`src/rtl/regfile_32x32.sv`:
```
// 32 x WIDTH register file: one-hot write select, two registered read ports, a sticky
// multi-hot error flag and a saturating count of accepted writes. Optional REGFILE_BYPASS_EN.
module regfile_32x32 #(
    parameter int WIDTH = 32,
    parameter int CNT_W = 16
) (
    input  logic             clk,
    input  logic             rst,
    input  logic [31:0]      w,
    input  logic [WIDTH-1:0] d,
    input  logic [4:0]       ra,
    input  logic [4:0]       rb,
    output logic [WIDTH-1:0] qa,
    output logic [WIDTH-1:0] qb,
    output logic             err,
    output logic [CNT_W-1:0] wcnt
);

    logic [WIDTH-1:0] mem [32];
    logic             w_any;
    logic             w_onehot;
    logic             w_multi;
    logic [4:0]       w_idx;
    logic [WIDTH-1:0] rd_a;
    logic [WIDTH-1:0] rd_b;

    // A non-zero value is one-hot exactly when clearing its lowest set bit leaves zero.
    assign w_any    = (w != 32'd0);
    assign w_onehot = w_any && ((w & (w - 32'd1)) == 32'd0);
    assign w_multi  = w_any && !w_onehot;

    always_comb begin
        w_idx = 5'd0;
        for (int i = 0; i < 32; i++) begin
            if (w[i]) begin
                w_idx = i[4:0];
            end
        end
    end

    always_comb begin
        rd_a = (ra == 5'd0) ? '0 : mem[ra];
        rd_b = (rb == 5'd0) ? '0 : mem[rb];
`ifdef REGFILE_BYPASS_EN
        // Write-through: a read of the register being written returns the incoming data.
        if (w_onehot && (w_idx != 5'd0) && (w_idx == ra)) begin
            rd_a = d;
        end
        if (w_onehot && (w_idx != 5'd0) && (w_idx == rb)) begin
            rd_b = d;
        end
`endif
    end

    always_ff @(posedge clk) begin
        if (rst) begin
            for (int i = 0; i < 32; i++) begin
                mem[i] <= '0;
            end
            qa   <= '0;
            qb   <= '0;
            err  <= 1'b0;
            wcnt <= '0;
        end else begin
            qa <= rd_a;
            qb <= rd_b;
            if (w_onehot && (w_idx != 5'd0)) begin
                mem[w_idx] <= d;
            end
            if (w_multi) begin
                err <= 1'b1;
            end
            if (w_onehot && (wcnt != {CNT_W{1'b1}})) begin
                wcnt <= wcnt + 1'b1;
            end
        end
    end

endmodule

```
`config.mk`:
```
export PLATFORM = sky130hd
export DESIGN_NAME = regfile_32x32
export DESIGN_NICKNAME = d
export VERILOG_FILES = /design/src/rtl/regfile_32x32.sv
export SDC_FILE = /design/constraint.sdc
export NUM_CORES = 2
export LEC_CHECK = 0
export BUFFER_PORTS_ARGS = -buffer_cell sky130_fd_sc_hd__buf_4
export CAP_MARGIN = 20
export CORE_MARGIN = 3
export CORE_UTILIZATION = 53
export CTS_CLUSTER_DIAMETER = 60
export DETAILED_ROUTE_END_ITERATION = 12
export PLACE_DENSITY_LB_ADDON = 0.12
export REMOVE_ABC_BUFFERS = 1
export SLEW_MARGIN = 15
export SYNTH_ARGS = -nofsm -noshare
export SYNTH_HDL_FRONTEND = slang
export SYNTH_SLANG_ARGS = --single-unit
```
`constraint.sdc`:
```
create_clock -name clk -period 6.5 [get_ports clk]
set_input_delay 1.3 -clock clk [delete_from_list [all_inputs] [get_ports clk]]
set_output_delay 1.3 -clock clk [all_outputs]
set_load 0.05 [all_outputs]
```
; ---- Word level (Yosys, flattened, before mapping)
; Memories as Yosys holds them, arrays and structs flattened. A register that Yosys moved wholly into a read port is not among the register bits.
; Index checks and enable logic that the tools add are counted.
[word_totals]
ff_bits = 17
latchBits = 0
mem_bits_rw = 1024
mem_bits_ro = 0
in_bits = 76
out_inout_bits = 81
word_cells = 59
n_memories = 1
[op_classes]
addsub = 2
multipliers = 0
n_div = 0
magnitude_cmp = 0
eq_ne = 1
n_shift = 0
n_mux = 39
bitwise_logic = 1
n_reduce_logical = 13
[memory_table]
columns = memory, depth, width, read_ports, rd_clocked_by_memory_dff, write_ports, line_no
row1 = mem, 32, 32, 2, 2, 32, 19  ; logic [WIDTH-1:0] mem [32];
[op_table]
columns = cell, n
row1 = $mux W5, 31
row2 = $and A32 B32 Y32, 1
row3 = $logic_not A32 Y1, 1
row4 = $mux W32, 1
row5 = $reduce_bool A32 Y1, 1
row6 = $reduce_or A32 Y1, 1
row7 = $sub A32 B1 Y32 const B, 1
row8 = $add A16 B1 Y16 const B, 1
row9 = $ne A16 B16 Y1 const B, 1
row10 = $logic_not A5 Y1, 2
row11 = $mux W1, 7
row12 = $reduce_bool A5 Y1, 1
row13 = $logic_and A1 B1 Y1, 4
row14 = $reduce_or A2 Y1, 2
row15 = $logic_not A1 Y1, 1

; ---- Depth between registers and ports, before layout
[depth]
ltp_word = 38
ltp_mapped = 13

; ---- Worst setup path before layout
; No wires, ideal clock.
[synth_path]
kind = input -> register
startpoint = input w[16]
endpoint = memory mem[21][0], enable pin
setup_time_ps = 466
arrival_ps = 5930
t_required_ps = 6034
slack_ps = 104
stages = 9
n_path_buf = 2
path_cell_list = buf_2 > or4_4 > or3_4 > o31ai_1 > o221ai_1 > nor4_4 > nand4bb_1 > clkbuf_1 > o21ai_0
[synth_rtl]
columns = element, line_no
row1 = start: declaration, 9  ; input logic [31:0] w,
row2 = end: declaration, 19

==> metrics.csv <==
metric,value,unit
cts_sinks,1105,
synth_top_family_by_area,multiplexers,
cts_resized,0,
worstMarginPinSlew,1.08,ns
core_region_area,108000,sq um
syn_inst,4478,
worst-path-buf-inv,2,
finalHoldViolCount,0,
ant_nets,0,
cts_tree,done,
rsz0062_at_grt,false,
start_util,0.539,
powerDensity,266,nW/um^2
dr.pass1.iters,5,
post_dp_cell_area,61200,sq um
total_power,17.4,mW
ys_warn_count,0,
fin_crit_sh,0.762,
crit_path_start_kind,primary input,
synth-edff-count,1024,
max_freq,202,MHz
vias,40300,
antenna_found_initial,6,
slew_viol_final,0,
arrival,5.38,ns
path_class,primary input to register,
drt-initial-drc-count,4983,
endpoint_kind,register,
post_cts_buffers,0,
cp_cell_sequence,buf_4 -> nor4_1 -> nand3_1 -> nor4_1 -> o221ai_1 -> nor4_4 -> or3b_1 -> nor3b_4 -> or2_2 -> buf_12,
crit_family,simple AND/OR/NAND/NOR gates,
dpl.hpwl,112000,um
status,"complete, no violations",
clk_pin_slew,0.06,ns
die_w,337,um
grt_pass1_wl,279000,um
instances_no_fill,6004,
cts_max_level,4,
nFillCells,8272,
slowest_stage,or3b_1,
gr-usage-all-layers,0.344,
nets,4567,
syn-cell-area,58200,sq um
cts-root-buf,clkbuf_16,
cp.required,6.93,ns
grt_start_max_net_pins,83,
design.portCount,157,
placed_cells,5761,
period_needed,4.95,ns
synth.distinct_cells,59,
place.gp.congestion,0.874,
holdCritPathClass,register to register,
cellLeakagePower,23.3,nW
die_area,114000,sq um
report.final.setup_viol,0,
ys_seq_elements,1105,
irDropWorstVdd,0.000256,V
drive_above_1_share,0.204,
stdcell_area,65300,sq um
rows,120,
cts-buffers-inserted,130,
route.detailed.drc,0,
wl_per_cell,32.5,um
seqCellArea,32400,sq um
ctsHoldBuffers,0,
drt_wl_total,195000,um
synthAdderAreaFrac,0.000215,
multi_input_area,24500,sq um
maxSlewHeadroom,0.281,
finClkSkew,0.0222,ns
synth.avg_cell_area,13.0,sq um
synth_compound_area_frac,0.0812,
viasPerCell,6.70,
clockBufferDepth,3,
synth.area.mux_share,0.190,
grt_pass1_vias,40000,
drv_cap,0,
die_y,337,um
synth-xor-area-share,0.000150,
io_buffers,156,
crit_path_frequent_cell,nor4_1,
crit_fanout,17,
yosys.area_share.simple,0.140,
clock_latency,0.75,ns
gr-total-overflow,0,
synthArstFlopShare,0,
synth_seq_area_share,0.556,
worst_path_largest_cell_delay,0.79,ns
synth-main-ff-cell,edfxtp_1,
syn_to_final_growth,12.2,%
fin_setup_tns,0,ns
cell usage after synthesis, types with 2 or more instances:
| cell | count | area share |
|---|---|---|
| a2111oi_0 | 3 | 0.00045 |
| a211oi_1 | 3 | 0.00039 |
| a21oi_1 | 339 | 0.029 |
| a31oi_1 | 2 | 0.00021 |
| and2_1 | 992 | 0.11 |
| and3_1 | 2 | 0.00021 |
| and4_1 | 3 | 0.00045 |
| buf_1 | 51 | 0.0033 |
| buf_2 | 14 | 0.0012 |
| buf_6 | 18 | 0.0035 |
| clkbuf_1 | 356 | 0.023 |
| dfxtp_1 | 81 | 0.028 |
| edfxtp_1 | 1024 | 0.53 |
| inv_1 | 11 | 0.00071 |
| mux2_2 | 129 | 0.025 |
| mux2i_1 | 385 | 0.066 |
| mux4_2 | 256 | 0.099 |
| nand2_1 | 15 | 0.00097 |
| nand2b_1 | 6 | 0.00064 |
| nand3_1 | 11 | 0.00095 |
| nand4_1 | 5 | 0.00054 |
| nand4b_1 | 2 | 0.00030 |
| nor2_1 | 164 | 0.011 |
| nor2b_1 | 4 | 0.00043 |
| nor3_1 | 68 | 0.0058 |
| nor3_4 | 7 | 0.0020 |
| nor3b_2 | 4 | 0.00086 |
| nor3b_4 | 3 | 0.00097 |
| nor4_1 | 13 | 0.0014 |
| nor4b_1 | 2 | 0.00030 |
| o2111ai_1 | 2 | 0.00030 |
| o21ai_0 | 157 | 0.014 |
| o221ai_1 | 129 | 0.019 |
| o22ai_1 | 133 | 0.014 |
| o31ai_1 | 15 | 0.0019 |
| o41ai_1 | 3 | 0.00045 |
| or2_2 | 23 | 0.0025 |
| or3_1 | 5 | 0.00054 |
| or4_1 | 18 | 0.0023 |
area by class of cell:
class / instances / share of cell area
tap: 1403 / 0.0269
sequential: 1105 / 0.496
timing repair buffer: 290 / 0.0401
clock buffer: 183 / 0.0557
inverter: 11 / 0.000632
clock inverter: 54 / 0.00661
multi-input combinational: 2952 / 0.374
antenna: 6 / 0.000230
registers in the layout, summed over array words and instances, names as in the netlist:
signal / count
qa: 32
wcnt: 16
qb: 32
err: 1
mem: 1024
power breakdown:
part | switching [mW] | internal (mW)
Clock | 2.96 | 4.05
Sequential | 0.176 | 8.13
Combinational | 1.33 | 0.755
cell families after synthesis:
group	count (synthesis)
AO/OA/AOI/OAI	793
adder cells (fa/ha/maj)	1
flip-flops	1105
multiplexers	770
XOR/XNOR	1
buffers and inverters	452
other	1
AND/OR/NAND/NOR	1355
through the flow:
step,util,hold slack (ns),setup WS [ns]
floorplan,-,0.695,0.126
global placement,0.567,0.467,0.866
detailed placement,0.567,0.469,0.870
CTS,0.605,0.485,1.63
global route,0.605,0.516,1.34
finish,0.605,0.482,1.55
path summary, 6_finish.rpt:
kind / from / to / slack (ns) / cells past startpoint
hold / removal: err / err / 0.48 / 2
hold reg to reg: err / err / 0.48 / 2
setup / recovery: w[6] / mem[19][28] / 1.55 / 10
setup reg to reg: wcnt[3] / wcnt[11] / 3.63 / 9
routing by layer:
metal	track usage	wire length, um	vias to the layer above
li1	-	-	17000
met5	0	0	-
met4	0.163	9160	0
met1	0.454	74800	20400
met2	0.551	92600	2399
met3	0.0661	18700	507
cell usage in the layout (no fill, tap or decap), types with 11 or more instances in the layout:
cell       instances
buf_4            251
clkbuf_16        136
o21ai_4           14
clkinv_1          13
nor3_1            68
a21oi_1          339
edfxtp_1        1024
nand3_1           11
nand2_1           15
conb_1            32
buf_12            33
and2_1           992
o31ai_1           15
or2_2             21
mux2_2           129
o22ai_1          133
nor4_1            11
o221ai_1         129
inv_1             11
mux2i_1          385
clkinv_2          20
nor2_4            14
or4_1             18
dfxtp_1           81
mux4_2           256
nor2_1           150
o21ai_0          142
clkbuf_1          41
worst min-delay path: stages (launching register included):
cell and delay [ns]:
dfxtp_1 0.33, nor2_1 0.05, nor2_1 0.07
No activity file was read; power rests on OpenSTA's default activity.
